`src/rtl/htif_tohost_mailbox.sv`:
```
// Host-target mailbox: decodes tohost/fromhost bus words, buffers console putchar
// characters in a small FIFO and turns exit commits into a one-cycle tohost strobe.
module htif_tohost_mailbox #(
    parameter logic [31:0] TOHOST_ADDR   = 32'h8000_1000,
    parameter logic [31:0] FROMHOST_ADDR = 32'h8000_1040,
    parameter int          FIFO_DEPTH    = 8
) (
    input  logic        CLK,
    input  logic        RSTn,
    input  logic        mem_req,
    input  logic        mem_we,
    input  logic [31:0] mem_addr,
    input  logic [31:0] mem_wdata,
    output logic        mem_ready,
    output logic        mem_rvalid,
    output logic [31:0] mem_rdata,
    output logic        con_valid,
    output logic [7:0]  con_data,
    input  logic        con_ready,
    output logic        tohost_we,
    output logic [31:0] tohost
);

    localparam int AW = $clog2(FIFO_DEPTH);
    localparam int PW = AW + 1;

    typedef enum logic [1:0] {
        ST_RUN       = 2'd0,
        ST_EXIT_WAIT = 2'd1,
        ST_HALT      = 2'd2
    } state_t;

    function automatic logic is_putchar(input logic [31:0] hi_word);
        return (hi_word[31:24] == 8'd1) && (hi_word[23:16] == 8'd1);
    endfunction

    state_t        state_r, state_nxt_s;
    logic [31:0]   hi_r, to_lo_r, fh_lo_r, fh_hi_r, exit_code_r, tohost_r;
    logic          tohost_we_r, rvalid_r;
    logic [31:0]   rdata_r;
    logic [7:0]    fifo_mem_r [FIFO_DEPTH];
    logic [PW-1:0] wr_ptr_r, rd_ptr_r;

    logic          sel_to_lo_s, sel_to_hi_s, sel_fh_lo_s, sel_fh_hi_s;
    logic          fifo_empty_s, fifo_full_s, pop_s, push_s;
    logic [PW-1:0] fifo_count_s;
    logic          putchar_s, ready_s, accept_s, run_store_s, commit_s, exit_commit_s;
    logic          drain_done_s, pulse_s;
    logic [31:0]   exit_val_s, rd_val_s;

    assign sel_to_lo_s = (mem_addr == TOHOST_ADDR);
    assign sel_to_hi_s = (mem_addr == (TOHOST_ADDR + 32'd4));
    assign sel_fh_lo_s = (mem_addr == FROMHOST_ADDR);
    assign sel_fh_hi_s = (mem_addr == (FROMHOST_ADDR + 32'd4));

    assign fifo_count_s = wr_ptr_r - rd_ptr_r;
    assign fifo_empty_s = (wr_ptr_r == rd_ptr_r);
    assign fifo_full_s  = (wr_ptr_r[AW] != rd_ptr_r[AW]) &&
                          (wr_ptr_r[AW-1:0] == rd_ptr_r[AW-1:0]);
    assign pop_s        = !fifo_empty_s && con_ready;
    assign putchar_s    = is_putchar(hi_r);

    // Bus backpressure: stall while waiting to exit, or on a putchar into a full FIFO
    always_comb begin
        ready_s = 1'b1;
        if (state_r == ST_EXIT_WAIT) begin
            ready_s = 1'b0;
        end else if ((state_r == ST_RUN) && mem_req && mem_we && sel_to_lo_s &&
                     putchar_s && fifo_full_s) begin
            ready_s = 1'b0;
        end else begin
            ready_s = 1'b1;
        end
    end

    assign accept_s      = mem_req && ready_s;
    assign run_store_s   = accept_s && mem_we && (state_r == ST_RUN);
    assign commit_s      = run_store_s && sel_to_lo_s;
    assign push_s        = commit_s && putchar_s;
    assign exit_commit_s = commit_s && !putchar_s;
    // Counting the pop that empties the FIFO lets the strobe follow the last pop by one cycle
    assign drain_done_s  = fifo_empty_s || ((fifo_count_s == PW'(1)) && pop_s);

    // Exit code selection: explicit exit or the catch-all unsupported code
    always_comb begin
        exit_val_s = 32'hFFFF_FFFF;
        if ((hi_r[31:24] == 8'd0) && mem_wdata[0]) begin
            exit_val_s = mem_wdata;
        end else begin
            exit_val_s = 32'hFFFF_FFFF;
        end
    end

    // Load data mux; anything outside the mailbox, or any load after halting, reads 0
    always_comb begin
        rd_val_s = 32'd0;
        if (state_r != ST_RUN) begin
            rd_val_s = 32'd0;
        end else if (sel_to_lo_s) begin
            rd_val_s = to_lo_r;
        end else if (sel_to_hi_s) begin
            rd_val_s = hi_r;
        end else if (sel_fh_lo_s) begin
            rd_val_s = fh_lo_r;
        end else if (sel_fh_hi_s) begin
            rd_val_s = fh_hi_r;
        end else begin
            rd_val_s = 32'd0;
        end
    end

    // Next-state logic and exit-strobe request
    always_comb begin
        state_nxt_s = state_r;
        pulse_s     = 1'b0;
        case (state_r)
            ST_RUN: begin
                if (exit_commit_s) begin
                    state_nxt_s = ST_EXIT_WAIT;
                end else begin
                    state_nxt_s = ST_RUN;
                end
            end
            ST_EXIT_WAIT: begin
                if (drain_done_s) begin
                    state_nxt_s = ST_HALT;
                    pulse_s     = 1'b1;
                end else begin
                    state_nxt_s = ST_EXIT_WAIT;
                end
            end
            ST_HALT: begin
                state_nxt_s = ST_HALT;
            end
            default: begin
                state_nxt_s = ST_RUN;
            end
        endcase
    end

    // State register
    always_ff @(posedge CLK or negedge RSTn) begin
        if (!RSTn) begin
            state_r <= ST_RUN;
        end else begin
            state_r <= state_nxt_s;
        end
    end

    // Mailbox registers updated by accepted stores while running
    always_ff @(posedge CLK or negedge RSTn) begin
        if (!RSTn) begin
            hi_r        <= 32'd0;
            to_lo_r     <= 32'd0;
            fh_lo_r     <= 32'd0;
            fh_hi_r     <= 32'd0;
            exit_code_r <= 32'd0;
        end else if (run_store_s) begin
            if (sel_to_hi_s) begin
                hi_r <= mem_wdata;
            end
            if (sel_to_lo_s) begin
                to_lo_r <= mem_wdata;
                hi_r    <= 32'd0;
                if (putchar_s) begin
                    fh_hi_r <= 32'h0101_0000;
                    fh_lo_r <= 32'd1;
                end else begin
                    exit_code_r <= exit_val_s;
                end
            end
            if (sel_fh_lo_s) begin
                fh_lo_r <= mem_wdata;
            end
            if (sel_fh_hi_s) begin
                fh_hi_r <= mem_wdata;
            end
        end
    end

    // Registered load response and exit strobe
    always_ff @(posedge CLK or negedge RSTn) begin
        if (!RSTn) begin
            rvalid_r    <= 1'b0;
            rdata_r     <= 32'd0;
            tohost_we_r <= 1'b0;
            tohost_r    <= 32'd0;
        end else begin
            rvalid_r    <= accept_s && !mem_we;
            tohost_we_r <= pulse_s;
            if (accept_s && !mem_we) begin
                rdata_r <= rd_val_s;
            end
            if (pulse_s) begin
                tohost_r <= exit_code_r;
            end
        end
    end

    // Console FIFO storage and pointers
    always_ff @(posedge CLK or negedge RSTn) begin
        if (!RSTn) begin
            wr_ptr_r <= '0;
            rd_ptr_r <= '0;
            for (int i = 0; i < FIFO_DEPTH; i++) begin
                fifo_mem_r[i] <= 8'd0;
            end
        end else begin
            if (push_s) begin
                fifo_mem_r[wr_ptr_r[AW-1:0]] <= mem_wdata[7:0];
                wr_ptr_r                     <= wr_ptr_r + PW'(1);
            end
            if (pop_s) begin
                rd_ptr_r <= rd_ptr_r + PW'(1);
            end
        end
    end

    assign mem_ready  = ready_s;
    assign mem_rvalid = rvalid_r;
    assign mem_rdata  = rdata_r;
    assign con_valid  = !fifo_empty_s;
    assign con_data   = fifo_empty_s ? 8'd0 : fifo_mem_r[rd_ptr_r[AW-1:0]];
    assign tohost_we  = tohost_we_r;
    assign tohost     = tohost_r;

endmodule

```
`config.mk`:
```
export PLATFORM = sky130hd
export DESIGN_NAME = htif_tohost_mailbox
export DESIGN_NICKNAME = d
export VERILOG_FILES = /design/src/rtl/htif_tohost_mailbox.sv
export SDC_FILE = /design/constraint.sdc
export NUM_CORES = 1
export LEC_CHECK = 0
export CAP_MARGIN = 0
export CORE_AREA = 2 2 156 158
export DETAILED_ROUTE_END_ITERATION = 10
export DIE_AREA = 0 0 158 160
export HOLD_SLACK_MARGIN = 0.1
export PLACE_DENSITY = 0.84
export SLEW_MARGIN = 20
export SYNTH_ARGS = -nofsm -noshare
export SYNTH_HDL_FRONTEND = slang
export SYNTH_SLANG_ARGS = --single-unit
export TNS_END_PERCENT = 1
```
`constraint.sdc`:
```
create_clock -name CLK -period 4.4 [get_ports CLK]
set_input_delay 1.1 -clock CLK [delete_from_list [all_inputs] [get_ports CLK]]
set_output_delay 1.1 -clock CLK [all_outputs]
set_load 0.1 [all_outputs]
```
==> run metrics, run 1 <==
Async SR Flop Fraction=100%; Hold WS=401 ps; count of final hold-check violations=0; initial antenna violation count=1; Syn-to-layout area delta=22.4%; Clock Skew=around 10 ps; GR Util met2=a little over two fifths; xor/xnor cell area share of the yosys netlist=less than 1%; via/cell ratio=around 6.2; worst slew pin tran=around 1000 ps; Peak VDD IR=approximately 290 uV; port bufs=about 140; adder-cell area share of the yosys netlist=less than 1%; initial core utilization=between 50% and 60%; ant diodes=0; status=completed; TritonRoute pass-1 iters=5; CTS tree=built; fin. max-slew vios=0; CTS Buf Count=31; final global-route overflow total=0; Clock Latency Late Sink=~560 ps; crit-path max FO=11; Synth Register Bits=300; Slew HR=approximately 33%; wire per inst=roughly 21 microns; Die X=158 microns; Synth Flop Type=dfrtp_1; clock tree buffer depth=3; syn_nets=roughly 1.1k; CTS root buf=clkbuf_16; layout cells sized above 1=23.2%; HP Class=in -> async; Yosys top cell area share=between 50% and 60%; vias in the first global route=between 9k and 10k; Critical Path AT=slightly below 3000 ps; slowest cell on the critical path=dfrtp_1; Post-synth EDFFs=0; critical path type=reg -> out; Sink Count=300; vias=a little over 9k; drt initial violations=approximately 700; top cells by area, synth=dfrtp_1, mux2_2, a22o_1, nand2_1, mux4_2; max frequency=~250 MHz; DR DRC count=0; DPL Wire Length=around 21 mm; clock-pin slew on the worst setup and hold paths=60 ps; nets=1242; Yosys top cell by area=dfrtp_1; Rows=57; Most Crowded Layer GR=met2; Synth Area in Simple Gates=under 10%; Die Ht=around 160 microns; Post-CTS Hold Buffers=0; post-cts sizing count=0; Final Cycle Share=between 90 and 100%; antenna-violating nets left=0; cell count after synthesis=~1.0k; Final Critical Period=4080 ps; setup repair after global routing missed its margin=no; maxcap violations=0; Seq/Total Area, Yosys=57.6%; max incr delay on CP=around 640 ps; setup_tns=0 ps; DIE AREA=25300 sq um; Core Area=23800 sq um; crit start category=flip-flop; CP Capture Type=primary output; CP Cell Sequence=clkinv_1 > buf_4 > ha_1 > and3_1 > nand2_1 > or4_4 > o21a_1 > buf_12; Avg Cell Area, Syn=approximately 13 sq um; post-CTS setup buffers=0; final WL=about 33 mm; H-tree depth=1; num ports=between 100 and 150; pwr dens=~350 nW/um^2; met3 Resource Use GR=4.67%; first-pass GRT wire length=52.8 mm; GRT Total Usage=between 20% and 30%; Final Wtd Congestion=0.843; met1 Track Usage GR=36.8%; Mapped Area=around 13000 sq um; Distinct cells, synth=54; LEAKAGE=about 7.3 nW; Worst EP required=between 3000 and 4000 ps; mux cell area share after synthesis=14.2%; Final setup viols=0; post-synthesis compound-gate area fraction=around 15%; combinational family with the most area after synthesis=compound AO/OA/AOI/OAI gates; YS warnings=0; largest net degree at the start of global routing=about 130
-- final cells by class --
type                       count  area (sq um)
fill                        1739          7870
sequential                   300          7510
multi-input combinational    631          5120
timing repair buffer         188          1840
clock buffer                  46           922
tap                          324           405
clock inverter                12          96.3
inverter                      15          56.3
-- report_power, final --
| group | total (mW) | switching, mW | internal [mW] |
|---|---|---|---|
| sequential | 2.76 | 0.000631 | 2.76 |
| combinational | 0.281 | 0.175 | 0.106 |
| clock | 2.58 | 1.08 | 1.50 |
-- path summary, 6_finish.rpt --
path,startpoint,endpoint,slack (ps),cells after the start
max,rd_ptr_r[2],mem_ready,320,8
max reg2reg,rd_ptr_r[2],tohost[10],1050,9
max in group asynchronous,RSTn,tohost[7],2950,3
min reg2reg,to_lo_r[17],to_lo_r[17],480,1
min in group CLK,to_lo_r[17],to_lo_r[17],480,1
min,RSTn,tohost[13],400,1
-- Yosys cell counts, drive strengths merged (7+ instances only) --
cell	number
nor3	9
a22o	61
nor4	11
nand2b	31
xnor2	7
clkbuf	60
mux2	130
nor2	7
a21oi	41
o21ai	64
o22a	30
o311a	32
nand2	97
nand3	7
dfrtp	300
buf	23
inv	14
mux4	16
a22oi	35
-- routing by layer --
| metal | up-vias | wire length, microns |
|---|---|---|
| met4 | 2 | 751 |
| met2 | 367 | 15500 |
| li1 | 4090 | - |
| met1 | 4821 | 13800 |
| met3 | 56 | 2500 |
| met5 | - | 13 |
-- registers in the layout (all words and copies together) (netlist names) --
signal and flops:
fifo_mem_r 64, exit_code_r 32, fh_hi_r 32, fh_lo_r 32, hi_r 32, mem_rdata 32, to_lo_r 32, tohost 32
rd_ptr_r 4, wr_ptr_r 4, state_r 2, mem_rvalid 1, tohost_we 1
-- stage by stage --
| stage | cell area, sq um | cells | setup slack [ps] | power, mW | utilization [%] |
|---|---|---|---|---|---|
| after floorplan | 13000 | 1029 | 185 | 2.91 | - |
| after global placement | 14900 | 1457 | 376 | 3.09 | 62.6 |
| after detailed placement | 14900 | 1457 | 369 | 3.09 | 62.6 |
| after CTS | 15900 | 1515 | 327 | 5.66 | 66.9 |
| after global routing | 16000 | 1516 | 201 | 5.81 | 67.0 |
| final | 16000 | 1516 | 320 | 5.63 | 67.0 |
-- kinds of logic (layout without fill, tap and decap cells) --
group / count (synthesis) / in the layout
flip-flops: 300 / 300
AO/OA/AOI/OAI: 272 / 272
AND/OR/NAND/NOR: 198 / 198
multiplexers: 146 / 146
buffers and inverters: 98 / 261
XOR/XNOR: 9 / 9
adder cells (fa/ha/maj): 6 / 6
-- critical path: cells and delay by family, from the launching register on --
kind            cells  cell delay, ps
buf+inv             3             500
compound gates      1             220
fa+ha+maj           1             360
flops               1             640
simple gates        3             700
-- cell usage in the layout, fill, tap and decap left out, types with 3 or more instances in the layout --
cell             instances
nor3_1                   9
o22a_1                  30
clkdlybuf4s50_1        132
dfrtp_1                300
nand3_1                  7
mux2_4                   8
o21ai_0                 64
nor4_2                   6
mux2_1                   5
or4_4                    4
clkinv_2                 7
clkbuf_16               31
nand2_1                 97
mux4_2                  16
or2_2                    3
and4_1                   3
nand4_2                  4
nor2_1                   7
nor2b_1                  3
clkbuf_1                 6
ha_1                     5
clkbuf_8                 9
a22o_1                  61
mux2_2                 117
nor4_1                   4
buf_12                   6
inv_1                   14
nor4b_2                  3
a21oi_1                 41
buf_4                   47
o311a_1                 32
xnor2_1                  7
clkinvlp_4               3
a22oi_1                 35
nand2b_1                31
Note: power is estimated with default switching activity, not from simulation.
==> run 2, diff against run 1 <==
CORE_AREA = 2 2 174 142   (was 2 2 156 158)
DIE_AREA = 0 0 176 144   (was 0 0 158 160)
==> run 2 against run 1 <==
Net effect:
- via count is 0.55% higher
- worst hold slack better by 63 ps
- clock-buffer cell count decreased by 10
- combinational power barely moved
- core utilization shrank 0.10 points
- global-route usage grew 0.34 points
- clock skew rose by 13 ps
- register-to-register slack worse by 290 ps
- sequential share of layout area up 0.11 points
- critical endpoint unchanged
==> run metrics, run 2 (synthesis gave the netlist of run 1 again) <==
crit-path max FO=11 (unchanged); met3 wire length=3.15 mm (+26%); setup_tns=0 ps (unchanged); slowest cell on the critical path=dfrtp_1; final global-route overflow total=0 (unchanged); Finished Layout Cells=1496 (-1.3%); ant diodes=0 (unchanged); reg2reg path depth=7 (-2); hold path startpoint=exit_code_r[0]; wire per inst=22.1 microns (+3.0%); GRT Total Usage=26.6% (+0.34 points); Syn-to-layout area delta=22.1%; Sink Count=300 (unchanged); Clock Skew=22.6 ps (+12.6 ps); largest net degree at the start of global routing=113 (-15%); post-CTS setup buffers=0 (unchanged); hold depth=1; DRT met1 WL=13.7 mm (-0.86%); clock-pin slew on the worst setup and hold paths=60 ps (about the same); first-pass GRT wire length=53.2 mm (+0.74%); met2 wirelength from detailed routing=15.4 mm (-0.67%); maxcap violations=0 (unchanged); Final Cycle Share=96.2% (+3.4 points); num ports=145 (unchanged); CP Cell Sequence=clkinvlp_4 > ha_1 > and3_1 > nand2_1 > or4_4 > o21a_1 > buf_12; crit path buf inv count=2 (-1); DIE AREA=25300 sq um (+0.25%); placed cells=1444 (-0.89%); HP Class=reg -> reg; CP Capture Type=primary output; Final setup viols=0 (unchanged); Rows=51 (-11%); clock tree buffer depth=3 (unchanged); status=completed; port bufs=144 (unchanged); antenna-violating nets left=0 (unchanged); CTS tree=built; fin. max-slew vios=0 (unchanged); Critical Path AT=3130 ps (+150 ps); Core Area=23800 sq um (about the same); Clock Latency Late Sink=540 ps (-20 ps); initial antenna violation count=0 (-1); Worst EP required=3300 ps (about the same); vias=9387 (+0.55%); CTS Buf Count=29 (-6.5%); drt initial violations=760 (+11%); register name with the most flops=fifo_mem_r; LEAKAGE=7.31 nW (-0.30%); critical path depth=7 (-1); DR DRC count=0 (unchanged); most frequent cells in the layout=dfrtp_1, clkdlybuf4s50_1, mux2_2; filler instances=1658 (-4.7%); layout cells sized above 1=22.8% (-0.40 points); top sig layer=met4; max frequency=236 MHz (-3.6%); via/cell ratio=6.27 (+1.9%); initial core utilization=54.8% (about the same); pwr dens=361 nW/um^2 (+2.4%); Slew HR=30.9% (-2.0 points); worst slew pin tran=1030 ps (+30.6 ps); critical path type=reg -> out; Final Wtd Congestion=0.794 (-5.8%); TritonRoute pass-1 iters=5 (unchanged); count of final hold-check violations=0 (unchanged); crit start category=flip-flop; Die Ht=144 microns (-10%); vias in the first global route=9822 (+0.62%); Peak VDD IR=265 uV (-9.7%); Die X=176 microns (+11%); number of flip-flops in the largest register=64 (unchanged); nets=1232 (-0.81%); setup repair after global routing missed its margin=no; Final Critical Period=4230 ps (+151 ps); H-tree depth=1 (unchanged); worst reg2reg endpoint=fifo_mem_r[55]; Worst R2R Setup Slack=760 ps (-290 ps); Crit Reg-Reg Startpoint=rd_ptr_r[2]; max incr delay on CP=650 ps (about the same); commonest non-fill, non-tap cell in the layout=dfrtp_1; final WL=33.1 mm (+1.7%); family with the most delay on the worst path=simple AND/OR/NAND/NOR gates; DPL Wire Length=20.7 mm (+0.81%); CTS root buf=clkbuf_16; Hold EP=exit_code_r[0]
## run 2: changes by cell type in the layout (fill, tap and decap cells not counted), sizes merged
cell / before / now
clkbuf: 46 / 36
buf: 56 / 48
clkinvlp: 3 / 2
bufinv: 1 / 6
## run 2: how the worst max path moves through the flow
stage	startpoint	to	slack, ps
2_1_floorplan	rd_ptr_r[1]	con_data[0]	180
3_3_place_gp	mem_addr[1]	mem_ready	470
3_5_place_dp	mem_addr[1]	fifo_mem_r[59]	430
4_1_cts	rd_ptr_r[2]	mem_ready	110
5_1_grt	rd_ptr_r[2]	mem_ready	10
6_report	rd_ptr_r[2]	mem_ready	170
## run 2: cell type report
class | instances | area, sq um | share of cell area, %
inverters | 15 | 60.1 | 0.377
clock inverters | 16 | 240 | 1.51
repair buffers | 180 | 1770 | 11.1
clock buffers | 36 | 812 | 5.10
flip-flops and latches | 300 | 7510 | 47.2
multi-input cells | 631 | 5120 | 32.2
well taps | 318 | 398 | 2.50
## run 2: power breakdown
group          total [mW]  internal, mW  switching, mW
Sequential           2.76          2.76       0.000640
Clock                2.71          1.66           1.06
Combinational       0.278         0.102          0.176
Total                5.75          4.52           1.23
## run 2: per-layer routing
| metal | global-route usage (%) | vias to the layer above |
|---|---|---|
| met4 | 8.83 | 0 |
| met5 | 0 | - |
| met2 | 42.1 | 481 |
| li1 | - | 4067 |
| met3 | 5.52 | 69 |
| met1 | 37.2 | 4770 |
## run 2: through the flow
| step | cell area [sq um] | utilization [%] | hold slack (ps) | total power, mW | setup WS (ps) |
|---|---|---|---|---|---|
| 6_report | 15900 | 66.9 | 464 | 5.75 | 169 |
| 3_3_place_gp | 14900 | 62.4 | 447 | 3.08 | 473 |
| 2_1_floorplan | 13000 | - | 433 | 2.91 | 185 |
| 4_1_cts | 15900 | 66.9 | 469 | 5.78 | 112 |
| 3_5_place_dp | 14900 | 62.4 | 454 | 3.09 | 433 |
| 5_1_grt | 15900 | 66.9 | 487 | 5.92 | 11.5 |
## run 2: timing repair
item                       4_1_cts  5_1_grt
resized for setup                0        1
setup endpoints to repair        0        1
hold buffers                     0        0
